**src/rtl/accelerator_core_stream_gen_if.sv**
```systemverilog
// Stream bus between the weight/data generator and the accelerator core.
// Names follow the core's view: i_* flow into the core, o_data_req flows out of it.
interface accelerator_core_stream_gen_if #(
    parameter int unsigned BIT_WIDTH   = 8,
    parameter int unsigned NUM_CHANNEL = 3,
    parameter int unsigned NUM_KERNEL  = 4
);
    localparam int unsigned DATA_W   = BIT_WIDTH * NUM_CHANNEL;
    localparam int unsigned WEIGHT_W = BIT_WIDTH * NUM_CHANNEL * NUM_KERNEL;

    logic                o_data_req;
    logic [DATA_W-1:0]   i_data;
    logic                i_data_val;
    logic [WEIGHT_W-1:0] i_weight;
    logic                i_weight_val;

    modport master (
        input  o_data_req,
        output i_data,
        output i_data_val,
        output i_weight,
        output i_weight_val
    );

    modport slave (
        output o_data_req,
        input  i_data,
        input  i_data_val,
        input  i_weight,
        input  i_weight_val
    );
endinterface

```
**src/rtl/accelerator_core_stream_gen.sv**
```systemverilog
// Parametrised weight/data stream generator: a burst of weight beats, then one
// data beat per core request, using increment, constant or LFSR patterns.
module accelerator_core_stream_gen #(
    parameter int unsigned BIT_WIDTH   = 8,
    parameter int unsigned NUM_CHANNEL = 3,
    parameter int unsigned NUM_KERNEL  = 4,
    parameter int unsigned CNT_WIDTH   = 16
) (
    input  logic                 clk,
    input  logic                 rst,
    input  logic                 i_start,
    input  logic                 i_stop,
    input  logic [1:0]           i_mode,
    input  logic [15:0]          i_seed,
    input  logic [CNT_WIDTH-1:0] i_num_weight,
    input  logic [CNT_WIDTH-1:0] i_num_data,
    accelerator_core_stream_gen_if.master bus,
    output logic                 o_busy,
    output logic                 o_done
);
    localparam int unsigned D_LANES  = NUM_CHANNEL;
    localparam int unsigned W_LANES  = NUM_CHANNEL * NUM_KERNEL;
    localparam int unsigned DATA_W   = BIT_WIDTH * D_LANES;
    localparam int unsigned WEIGHT_W = BIT_WIDTH * W_LANES;

    typedef enum logic [1:0] {IDLE, WEIGHT, DATA, DONE} state_t;

    state_t                 state_q;
    logic [1:0]             mode_q;
    logic [BIT_WIDTH-1:0]   const_q;
    logic [15:0]            lfsr_q;
    logic [CNT_WIDTH-1:0]   num_w_q;
    logic [CNT_WIDTH-1:0]   num_d_q;
    logic [CNT_WIDTH-1:0]   cnt_q;

    logic                   in_idle;
    logic [1:0]             eff_mode;
    logic [BIT_WIDTH-1:0]   eff_const;
    logic [15:0]            eff_lfsr;
    logic [CNT_WIDTH-1:0]   eff_n;
    logic [WEIGHT_W-1:0]    weight_c;
    logic [DATA_W-1:0]      data_c;

    // Fibonacci LFSR, taps 16,14,13,11
    function automatic logic [15:0] lfsr_step(input logic [15:0] l);
        return {l[14:0], l[15] ^ l[13] ^ l[12] ^ l[10]};
    endfunction

    function automatic logic [BIT_WIDTH-1:0] lane_val(
        input logic [1:0]           mode,
        input logic [BIT_WIDTH-1:0] cval,
        input logic [BIT_WIDTH-1:0] lbits,
        input logic [31:0]          lane,
        input logic [31:0]          inc
    );
        case (mode)
            2'd1:    return cval;
            2'd2:    return lbits ^ BIT_WIDTH'(lane);
            default: return BIT_WIDTH'(inc);
        endcase
    endfunction

    // In IDLE the beat generators look at the live config so the first weight
    // beat can be registered on the start edge itself.
    always_comb begin
        in_idle   = (state_q == IDLE);
        eff_mode  = in_idle ? i_mode : mode_q;
        eff_const = in_idle ? i_seed[BIT_WIDTH-1:0] : const_q;
        eff_lfsr  = in_idle ? ((i_seed == 16'h0000) ? 16'h0001 : i_seed) : lfsr_q;
        eff_n     = in_idle ? '0 : cnt_q;
    end

    always_comb begin
        weight_c = '0;
        data_c   = '0;
        for (int unsigned j = 0; j < W_LANES; j++) begin
            weight_c[j*BIT_WIDTH +: BIT_WIDTH] = lane_val(eff_mode, eff_const,
                eff_lfsr[BIT_WIDTH-1:0], 32'(j), 32'(eff_n) * W_LANES + 32'(j));
        end
        for (int unsigned c = 0; c < D_LANES; c++) begin
            data_c[c*BIT_WIDTH +: BIT_WIDTH] = lane_val(eff_mode, eff_const,
                eff_lfsr[BIT_WIDTH-1:0], 32'(c), 32'(eff_n) * D_LANES + 32'(c));
        end
    end

    // DATA with cnt_q == num_d_q means every beat is out; DONE follows one cycle later.
    always_ff @(posedge clk) begin
        if (rst) begin
            state_q          <= IDLE;
            mode_q           <= '0;
            const_q          <= '0;
            lfsr_q           <= 16'h0001;
            num_w_q          <= '0;
            num_d_q          <= '0;
            cnt_q            <= '0;
            bus.i_data       <= '0;
            bus.i_data_val   <= 1'b0;
            bus.i_weight     <= '0;
            bus.i_weight_val <= 1'b0;
            o_busy           <= 1'b0;
            o_done           <= 1'b0;
        end else begin
            bus.i_data_val   <= 1'b0;
            bus.i_weight_val <= 1'b0;
            o_done           <= 1'b0;
            if (!in_idle && i_stop) begin
                state_q <= IDLE;
                o_busy  <= 1'b0;
            end else begin
                case (state_q)
                    IDLE: begin
                        if (i_start && !i_stop) begin
                            mode_q  <= i_mode;
                            const_q <= i_seed[BIT_WIDTH-1:0];
                            num_w_q <= i_num_weight;
                            num_d_q <= i_num_data;
                            o_busy  <= 1'b1;
                            if (i_num_weight != '0) begin
                                bus.i_weight     <= weight_c;
                                bus.i_weight_val <= 1'b1;
                                lfsr_q           <= lfsr_step(eff_lfsr);
                                if (i_num_weight == CNT_WIDTH'(1)) begin
                                    state_q <= DATA;
                                    cnt_q   <= '0;
                                end else begin
                                    state_q <= WEIGHT;
                                    cnt_q   <= CNT_WIDTH'(1);
                                end
                            end else begin
                                lfsr_q <= eff_lfsr;
                                cnt_q  <= '0;
                                if (i_num_data != '0) begin
                                    state_q <= DATA;
                                end else begin
                                    state_q <= DONE;
                                    o_done  <= 1'b1;
                                end
                            end
                        end
                    end
                    WEIGHT: begin
                        bus.i_weight     <= weight_c;
                        bus.i_weight_val <= 1'b1;
                        lfsr_q           <= lfsr_step(lfsr_q);
                        if (cnt_q == num_w_q - CNT_WIDTH'(1)) begin
                            state_q <= DATA;
                            cnt_q   <= '0;
                        end else begin
                            cnt_q <= cnt_q + CNT_WIDTH'(1);
                        end
                    end
                    DATA: begin
                        if (cnt_q == num_d_q) begin
                            state_q <= DONE;
                            o_done  <= 1'b1;
                        end else if (bus.o_data_req) begin
                            bus.i_data     <= data_c;
                            bus.i_data_val <= 1'b1;
                            lfsr_q         <= lfsr_step(lfsr_q);
                            cnt_q          <= cnt_q + CNT_WIDTH'(1);
                        end
                    end
                    default: begin
                        state_q <= IDLE;
                        o_busy  <= 1'b0;
                    end
                endcase
            end
        end
    end
endmodule
```
**src/flat_wrapper.sv**
```systemverilog
// flat-port wrapper written by rule: the top's interface ports become plain ports
module accelerator_core_stream_gen_flat 
#(
    parameter int unsigned BIT_WIDTH   = 8,
    parameter int unsigned NUM_CHANNEL = 3,
    parameter int unsigned NUM_KERNEL  = 4,
    parameter int unsigned CNT_WIDTH   = 16
)
  (clk, rst, i_start, i_stop, i_mode, i_seed, i_num_weight, i_num_data, o_busy, o_done, bus_o_data_req, bus_i_data, bus_i_data_val, bus_i_weight, bus_i_weight_val);
  accelerator_core_stream_gen_if #(.BIT_WIDTH(BIT_WIDTH), .NUM_CHANNEL(NUM_CHANNEL), .NUM_KERNEL(NUM_KERNEL)) bus_i ();
  input  logic clk;
  input  logic rst;
  input  logic i_start;
  input  logic i_stop;
  input  logic [1:0] i_mode;
  input  logic [15:0] i_seed;
  input  logic [CNT_WIDTH-1:0] i_num_weight;
  input  logic [CNT_WIDTH-1:0] i_num_data;
  output logic o_busy;
  output logic o_done;
  input wire logic [$bits(bus_i.o_data_req)-1:0] bus_o_data_req;
  output wire logic [$bits(bus_i.i_data)-1:0] bus_i_data;
  output wire logic [$bits(bus_i.i_data_val)-1:0] bus_i_data_val;
  output wire logic [$bits(bus_i.i_weight)-1:0] bus_i_weight;
  output wire logic [$bits(bus_i.i_weight_val)-1:0] bus_i_weight_val;
  assign bus_i.o_data_req = bus_o_data_req;
  assign bus_i_data = bus_i.i_data;
  assign bus_i_data_val = bus_i.i_data_val;
  assign bus_i_weight = bus_i.i_weight;
  assign bus_i_weight_val = bus_i.i_weight_val;
  accelerator_core_stream_gen #(.BIT_WIDTH(BIT_WIDTH), .NUM_CHANNEL(NUM_CHANNEL), .NUM_KERNEL(NUM_KERNEL), .CNT_WIDTH(CNT_WIDTH)) u_core (.clk(clk), .rst(rst), .i_start(i_start), .i_stop(i_stop), .i_mode(i_mode), .i_seed(i_seed), .i_num_weight(i_num_weight), .i_num_data(i_num_data), .bus(bus_i), .o_busy(o_busy), .o_done(o_done));
endmodule
```
**config.mk**
```make
export PLATFORM = sky130hd
export DESIGN_NAME = accelerator_core_stream_gen_flat
export DESIGN_NICKNAME = d
export VERILOG_FILES = /design/src/rtl/accelerator_core_stream_gen_if.sv /design/src/rtl/accelerator_core_stream_gen.sv /design/src/flat_wrapper.sv
export SDC_FILE = /design/constraint.sdc
export NUM_CORES = 1
export LEC_CHECK = 0
export ABC_AREA = 1
export BUFFER_PORTS_ARGS = -buffer_cell sky130_fd_sc_hd__buf_2
export CORE_MARGIN = 5
export CORE_UTILIZATION = 35
export DETAILED_ROUTE_END_ITERATION = 6
export PLACE_DENSITY = 0.65
export SYNTH_ARGS = -nofsm -noshare
export SYNTH_HDL_FRONTEND = slang
export SYNTH_SLANG_ARGS = --single-unit
```
**constraint.sdc**
```tcl
create_clock -name clk -period 5.8 [get_ports clk]
set_input_delay 0.29 -clock clk [delete_from_list [all_inputs] [get_ports clk]]
set_output_delay 0.29 -clock clk [all_outputs]
set_load 0.05 [all_outputs]
```
==> results of run 1 <==
-- synthesized netlist by cell type, types with 7 or more instances --
cell	n	share of area
nor2_1	166	0.079
a21oi_2	10	0.011
nand4_1	12	0.0095
buf_4	79	0.075
nand3_1	23	0.015
o211ai_1	9	0.0086
xnor2_1	26	0.029
nand2_2	13	0.010
buf_2	16	0.010
xor2_1	28	0.031
nor2_2	11	0.0087
clkbuf_1	31	0.015
dfxtp_1	124	0.32
nor3_1	8	0.0051
nand2_1	174	0.083
a21oi_1	118	0.075
ha_1	16	0.025
inv_2	9	0.0043
o21ai_0	132	0.084
inv_1	99	0.047
nand3b_1	7	0.0067
-- worst max path at each step --
stage	start	to	cells after the start	slack [ns]
floorplan	u_core.state_q[1]	u_core.bus.i_data[14]	15	2.75
global placement	u_core.state_q[0]	u_core.bus.i_data[10]	12	2.36
detailed placement	u_core.state_q[0]	u_core.bus.i_data[10]	12	2.28
CTS	u_core.state_q[0]	u_core.bus.i_data[10]	12	2.28
global route	u_core.state_q[0]	u_core.bus.i_data[2]	12	1.95
finish	u_core.state_q[0]	u_core.bus.i_data[2]	12	2.26
-- layout by cell type, fill, tap and decap left out, types with 2 or more instances in the layout --
master / count
a21oi_1: 118
nand4_1: 12
nand3_1: 23
ha_1: 16
dfxtp_1: 124
buf_2: 178
nand2_2: 13
o221ai_1: 2
nand3b_1: 7
nor3_1: 8
inv_1: 98
xnor2_1: 26
buf_4: 5
a22oi_1: 3
a31oi_1: 4
o21ai_1: 2
inv_8: 3
clkbuf_16: 17
clkinv_4: 3
o211ai_1: 9
or2_2: 2
nand2_4: 4
nor4_1: 4
inv_2: 9
nor2_2: 11
nor3_2: 3
clkinv_1: 2
nor2_1: 166
a21oi_2: 10
o31ai_1: 2
inv_6: 6
o21ai_0: 132
nand3_2: 2
nand2_1: 174
xor2_1: 28
-- logic make-up after synthesis --
group,share of synthesized area
flops,0.315
compound gates,0.195
xor+xnor,0.0601
simple gates,0.243
buf+inv,0.159
fa+ha+maj,0.0280
-- per-layer routing --
layer,track usage,vias to the layer above,wire length (µm)
met2,0.273,210,10400
met5,0,-,13
met3,0.0358,31,1220
li1,-,3818,-
met4,0.0567,2,378
met1,0.222,3464,10200
-- layout make-up --
class | count | area [µm²] | share of cell area
multi-input cells | 791 | 4140 | 0.465
inverters | 110 | 415 | 0.0466
clock buffers | 18 | 439 | 0.0493
repair buffers | 183 | 928 | 0.104
clock inverters | 14 | 150 | 0.0169
flip-flops and latches | 124 | 2480 | 0.279
well taps | 280 | 350 | 0.0393
-- flip-flops by register name, indices dropped and copies added, names as in the netlist --
name / count
u_core.bus.i_data: 23
u_core.bus.i_data_val: 1
u_core.bus.i_weight: 21
u_core.bus.i_weight_val: 1
u_core.cnt_q: 16
u_core.const_q: 8
u_core.lfsr_q: 16
u_core.mode_q: 2
u_core.num_d_q: 16
u_core.num_w_q: 16
u_core.o_busy: 1
u_core.o_done: 1
u_core.state_q: 2
-- worst register-to-register path, cell delays in order, from the launching register on --
cell,delay (ns)
dfxtp_1,0.34
inv_1,0.12
ha_1,0.15
buf_4,0.39
inv_2,0.23
or2_2,0.32
o21ai_0,0.11
ha_1,0.64
inv_1,0.42
o21ai_0,0.31
inv_1,0.11
nor3_1,0.19
nor2_1,0.08
-- power breakdown --
group          total, W  switching (W)  internal, W
clock           0.00107       0.000448     0.000619
sequential      0.00118       0.000147      0.00103
combinational   0.00276        0.00210     0.000664
-- metrics by stage --
stage                     area, µm²  total power (W)  setup slack, ns  hold WS, ns  std cells
after global routing           8910          0.00533             1.95        0.104       1520
after CTS                      8910          0.00504             2.28       0.0948       1520
after global placement         8320          0.00394             2.36        0.434       1488
final                          8910          0.00501             2.26        0.103       1520
after floorplan                7870          0.00360             2.75        0.418       1157
after detailed placement       8320          0.00396             2.28        0.442       1488
==> metrics.yaml, run 1 <==
status: "complete, no violations"
cts-root-buf: "clkbuf_16"
rows: 54
io_pins: 179
worst-r2r-setup-slack_ns: 2.26
cpMostUsedCell: "inv_1"
crit_fanout: 50
end_kind: "flop"
startpoint_type: "flop"
ys.flop_type: "dfxtp_1"
viasPerCell: 4.95
grt_util_all_layers: 0.168
insertion_delay_ns: 0.43
cts-htree-levels: 4
vias: 7525
avgSynthCellArea_um2: 6.81
grt_max_degree: 55
cap_viol_max_count: 0
min_from: "i_num_data[3]"
drive_above_1_share: 0.222
nets: 1299
vdd_drop_max_v: 0.000310
fillCellCount: 2288
start_util: 0.359
final_antenna_net_count: 0
die_w_um: 160
die_h_um: 160
hpwl_um: 16100
skew_ns: 0.0109
routed_wirelength_um: 22200
area_growth_pct: 13.1
synth_async_sr_flop_share: 0
synth_nets: 1229
holdCritPathClass: "in2reg"
first_pass_iters: 5
synth.yosys.seq_area_share: 0.315
hold_violations: 0
utilization: 0.406
grt_pass1_wl_um: 35700
grt_pass1_vias: 6932
numPortBuffers: 178
gp_congestion: 0.871
synth_edf_count: 0
cp.required_ns: 6.11
maxSlewViolCount: 0
pwr_density_cell_nw_per_um2: 562
ys_ff_latch: 124
yosys_warnings: 0
grt_overflow: 0
diodes: 0
post_cts_buffers: 0
worst_slew_margin_rel: 0.346
cp_slowest_cell: "ha_1"
coreArea_um2: 22000
fmax_mhz: 282
tightest_slew_ns: 0.975
cts_tree: "built"
antenna_found_initial: 1
holdPathEnd: "u_core.num_d_q[3]"
reg2reg_to: "u_core.bus.i_data[2]"
rsz0062_at_grt: "no"
critPathBufInv: 5
cts_buffer_depth: 2
synth_cell_type_count: 46
finalSetupTns_ns: 0
fin_crit_ns: 3.54
cts-resized-gates: 0
cts-hold-fix-buffers: 0
die_area_um2: 25600
reg2reg_from: "u_core.state_q[0]"
wl_per_cell_um: 14.6
synth_cells: 1157
drt-initial-drc-count: 457
min_path_cells: 3
drc: 0
p_leak_nw: 4.10
r2r_cells: 12
fin_crit_sh: 0.611
critPathMaxStageDelay_ns: 0.64
critPathArrivalTime_ns: 3.85
synth_area_um2: 7870
clock_sinks: 124
setup_viol: 0
path_clk_slew_ns: 0.06
numCtsBuffers: 17
crit_family: "buffers and inverters"
crit_chain: "inv_1 -> ha_1 -> buf_4 -> inv_2 -> or2_2 -> o21ai_0 -> ha_1 -> inv_1 -> o21ai_0 -> inv_1 -> nor3_1 -> nor2_1"
path_class: "reg2reg"
No activity file was read; power rests on OpenSTA's default activity.
==> run 2: changes to the inputs <==
- ABC_AREA: 1 -> 0
- PLACE_DENSITY: 0.65 -> 0.67
- clock period: 5.8 -> 3.2 ns (I/O delays scaled with it)
==> run 2 against run 1 <==
Global-route usage rose by 0.42 points. Via count shrank 1.8%. Clock-buffer cell count shrank 1. Sequential share of layout area is 1.1 points lower. First-iteration DRC count is 9.0% higher. Power is 41% higher. Final cell count down 8.0%. Sequential power increased by 65%. Maximum frequency rose by 16%. Synthesized cell count fell by 13%. Worst setup slack got worse by 2.1 ns. Critical endpoint is now u_core.state_q[1].
==> metrics.yaml, run 2 <==
die_h_um: 159
wl_per_cell_um: 16.1
most-common-layout-cells: "178 x buf_2, 155 x nand2_1, 123 x dfxtp_1"
io_pins: 179
post_cts_buffers: 0
cp.required_ns: 3.55
grt_util_all_layers: 0.172
die_area_um2: 25200
cap_viol_max_count: 0
gp_congestion: 0.897
seq_area_um2: 2480
routed_wirelength_um: 22500
synth.top_cell.area_share: 0.321
cts_buffer_depth: 2
fin_crit_sh: 0.951
cts-htree-levels: 4
synth_cells: 1002
path_clk_slew_ns: 0.06
status: "complete, no violations"
avgSynthCellArea_um2: 7.71
synth_nets: 1074
largest_reg_flops: 23
path_class: "reg2reg"
cts_tree: "built"
critPathArrivalTime_ns: 3.39
drc: 0
cts-root-buf: "clkbuf_16"
fillCellCount: 2213
drive_above_1_share: 0.244
place_area_um2: 8340
hpwl_um: 16200
p_leak_nw: 3.98
diodes: 0
start_util: 0.355
grt_pass1_wl_um: 34800
finalSetupTns_ns: 0
holdCritPathClass: "in2reg"
synth_cell_type_count: 62
fmax_mhz: 329
cpMostUsedCell: "or4_1"
vdd_drop_max_v: 0.000440
clock_sinks: 124
crit_fanout: 10
tightest_slew_ns: 0.710
synth_async_sr_flop_share: 0
setup_viol: 0
startpoint_type: "flop"
grt_pass1_vias: 6604
first_pass_iters: 5
synth.yosys.seq_area_share: 0.321
rows: 54
antenna_found_initial: 2
yosys_warnings: 0
numPortBuffers: 178
stdcell_area_um2: 9270
final_antenna_net_count: 0
area_growth_pct: 19.9
yosysMostFrequentCell: "nand2_1"
worst_slew_margin_rel: 0.527
skew_ns: 0.00907
hold_violations: 0
die_w_um: 159
numCtsBuffers: 17
critPathMaxStageDelay_ns: 0.63
ys_top_cells_by_count: "155 x nand2_1, 124 x dfxtp_1, 78 x nor2_1, 76 x a21oi_1, 76 x buf_4"
synth_edf_count: 0
synth_area_um2: 7730
grt_overflow: 0
maxSlewViolCount: 0
ys_ff_latch: 124
vias: 7389
synth_area_leaders: "dfxtp_1 32%, nand2_1 7.5%, buf_4 7.4%"
pwr_density_cell_nw_per_um2: 761
end_kind: "flop"
ys.flop_type: "dfxtp_1"
coreArea_um2: 21800
fin_crit_ns: 3.04
crit_chain: "or4_1 -> nor4_1 -> o22a_1 -> nand4_1 -> or4_4 -> o21a_1 -> or4_1 -> a21oi_1"
multi_input_area_um2: 4340
cp_slowest_cell: "or4_1"
drt-initial-drc-count: 498
insertion_delay_ns: 0.42
top_register: "u_core.bus.i_data"
nets: 1178
reg_top3: "u_core.bus.i_data x23, u_core.bus.i_weight x21"
final_common_cell: "buf_2"
grt_max_degree: 79
synth_largest_area_cell: "dfxtp_1"
viasPerCell: 5.28
[run 2: critical path, delay by kind of cell, from the launching register on]
family | cells | cell delay (ns)
compound gates | 3 | 0.56
simple gates | 5 | 2.01
flops | 1 | 0.40
[run 2: cell families after synthesis]
| logic type | synth area share |
|---|---|
| buffers and inverters | 0.125 |
| AO/OA/AOI/OAI | 0.173 |
| multiplexers | 0.0537 |
| XOR/XNOR | 0.0623 |
| flip-flops | 0.321 |
| adder cells (fa/ha/maj) | 0.0285 |
| AND/OR/NAND/NOR | 0.236 |
[run 2: worst paths after layout]
check,slack (ns),cells past startpoint,end,from
setup / recovery,0.16,8,u_core.state_q[1],u_core.num_w_q[2]
hold / removal,0.009,3,u_core.num_d_q[1],i_num_data[1]
setup reg to reg,0.16,8,u_core.state_q[1],u_core.num_w_q[2]
hold reg to reg,0.45,2,u_core.bus.i_data[4],u_core.bus.i_data[4]
[run 2: timing repair]
action / in CTS / in global routing
gates resized for setup: 0 / 7
endpoints found under the hold margin: 31 / 0
hold buffers: 31 / 0
endpoints found under the setup margin: 0 / 4
[run 2: final cells by class]
| cell class | count | share of cell area |
|---|---|---|
| Tap cell | 280 | 0.0378 |
| Sequential cell | 124 | 0.268 |
| Multi-Input combinational cell | 701 | 0.468 |
| Clock buffer | 17 | 0.0459 |
| Clock inverter | 15 | 0.0176 |
| Inverter | 29 | 0.0117 |
| Timing Repair Buffer | 233 | 0.150 |
[run 2: through the flow]
stage	std cells	setup WS (ns)	utilization	hold slack (ns)	power, W
finish	1399	0.158	0.426	0.00883	0.00706
global route	1399	-0.0188	0.426	0.0121	0.00742
CTS	1399	0.126	0.425	0.000637	0.00707
detailed placement	1336	0.134	0.383	0.420	0.00509
global placement	1336	0.203	0.383	0.417	0.00506
floorplan	1002	0.0101	-	0.296	0.00459
[run 2: report_power, final]
group          internal (W)  switching (W)
registers           0.00175       0.000204
logic              0.000924        0.00224
clock network       0.00116       0.000785
total               0.00383        0.00323
[run 2: metal layers]
metal | GRT usage | up-vias | wire, µm
met5 | 0 | - | 21
met3 | 0.0332 | 32 | 1520
met4 | 0.0561 | 4 | 389
met2 | 0.279 | 253 | 10500
met1 | 0.231 | 3459 | 10100
li1 | - | 3641 | -
==> run 3: changes to the inputs <==
- CTS_BUF_LIST: not set -> sky130_fd_sc_hd__clkbuf_2
==> run 3 against run 2 <==
Clock skew grew 0.030 ns. First-iteration DRC count rose by 27%. Maximum frequency increased by 0.42%. Power is 11% lower. Global-route usage grew 0.30 points. Combinational power up 3%. Design area is 1.0% higher.
==> metrics.yaml, run 3 (synthesis results as in run 2) <==
status: "complete, no violations"
hold_violations: 0
multi_input_area_um2: 4340
holdCritPathClass: "in2reg"
most-common-layout-cells: "178 x buf_2, 155 x nand2_1, 120 x dfxtp_1"
grt_pass1_vias: 6809
grt_util_all_layers: 0.175
drc: 0
startpoint_type: "flop"
place_area_um2: 8340
viasPerCell: 5.26
drive_above_1_share: 0.237
dpl.cell_count: 1336
grt_overflow: 0
largest_reg_flops: 23
cap_viol_max_count: 0
cp.required_ns: 3.86
skew_ns: 0.0391
routed_wirelength_um: 22800
coreArea_um2: 21800
antenna_found_initial: 1
pwr-share-clk: 0.170
holdWs_ns: 0.0501
setup_viol: 0
first_pass_iters: 6
fillCellCount: 2222
grt_pass1_wl_um: 35500
p_leak_nw: 4.04
path_class: "reg2reg"
vdd_drop_max_v: 0.000317
power.share.sequential: 0.312
rows: 54
end_kind: "flop"
fin_cells: 1443
grt_max_degree: 79
path_clk_slew_ns: 0.23
pwr-share-comb: 0.518
die_w_um: 159
nets: 1221
die_h_um: 159
fin_crit_sh: 0.947
die_area_um2: 25200
cts-htree-levels: 4
power_switching_w: 0.00315
fmax_mhz: 330
insertion_delay_ns: 0.75
pwr_density_cell_nw_per_um2: 667
top_register: "u_core.bus.i_data"
cts_buffer_depth: 2
io_pins: 179
start_util: 0.355
switching_share: 0.505
area_growth_pct: 21.1
final_antenna_net_count: 0
worst-r2r-setup-slack_ns: 0.17
utilization: 0.430
final_common_cell: "buf_2"
crit_fanout: 8
numCtsBuffers: 17
fin_crit_ns: 3.03
worst_slew_margin_rel: 0.524
cts-root-buf: "clkbuf_2"
tightest_slew_ns: 0.713
drt-initial-drc-count: 632
critPathArrivalTime_ns: 3.69
seq_area_um2: 2490
gp_congestion: 0.897
internal-power_w: 0.00309
numPortBuffers: 178
reg_top3: "u_core.bus.i_data x23, u_core.bus.i_weight x21"
maxSlewViolCount: 0
place_ws_ns: 0.134
vias: 7596
fin_ws_ns: 0.171
cts_tree: "built"
hpwl_um: 16200
clock_sinks: 124
wl_per_cell_um: 15.8
stdcell_area_um2: 9360
==> run 3: cell types whose count changed in the layout (fill, tap and decap cells not counted), sizes merged <==
cell	change
diode	+1
dlygate4sd3	+43
==> run 3: power by group through the flow <==
stage | combinational, W | clock [W] | sequential (W)
2_1_floorplan | 0.00237 | 0 | 0.00222
3_3_place_gp | 0.00309 | 0 | 0.00197
3_5_place_dp | 0.00311 | 0 | 0.00198
4_1_cts | 0.00321 | 0.00108 | 0.00195
5_1_grt | 0.00348 | 0.00114 | 0.00199
6_report | 0.00324 | 0.00106 | 0.00195
==> run 3: area by class of cell <==
cell class	instances	share of cell area
Clock inverter	15	0.0174
Multi-Input combinational cell	701	0.463
Sequential cell	124	0.266
Clock buffer	17	0.00909
Timing Repair Buffer	276	0.195
Inverter	29	0.0116
Tap cell	280	0.0374
Antenna cell	1	0.000267
==> run 3: worst max-delay path, cell delays in order, from the launching register on <==
cell and delay, ns:
dfxtp_1 0.44, or4_1 0.62, nor4_2 0.33, xnor2_1 0.16
nand4_1 0.12, or4_4 0.45, o21a_1 0.23, or4_1 0.50
a21oi_1 0.14
==> run 3: repair_timing <==
action	in CTS	in global routing
setup buffers	0	0
resized for setup	0	10
endpoints found under the setup margin	0	5
hold endpoints to repair	73	0
hold buffers	74	0
==> run 3: final timing paths <==
| kind | end | cells after the start | startpoint |
|---|---|---|---|
| hold reg to reg | u_core.bus.i_data[4] | 2 | u_core.bus.i_data[4] |
| setup reg to reg | u_core.state_q[1] | 8 | u_core.num_w_q[3] |
| hold / removal | u_core.const_q[0] | 5 | i_start |
| setup / recovery | u_core.state_q[1] | 8 | u_core.num_w_q[3] |
==> run 3: stage by stage <==
step	TNS [ns]	total power, W
CTS	0	0.00624
detailed placement	0	0.00509
global placement	0	0.00506
global route	-0.0527	0.00661
floorplan	0	0.00459
finish	0	0.00625
==> run 3: per-layer routing <==
layer / vias up / track usage / wire, µm
li1: 3725 / - / -
met1: 3593 / 0.235 / 10300
met2: 248 / 0.292 / 10700
met3: 30 / 0.0323 / 1510
met4: 0 / 0.0443 / 311
met5: - / 0 / 0
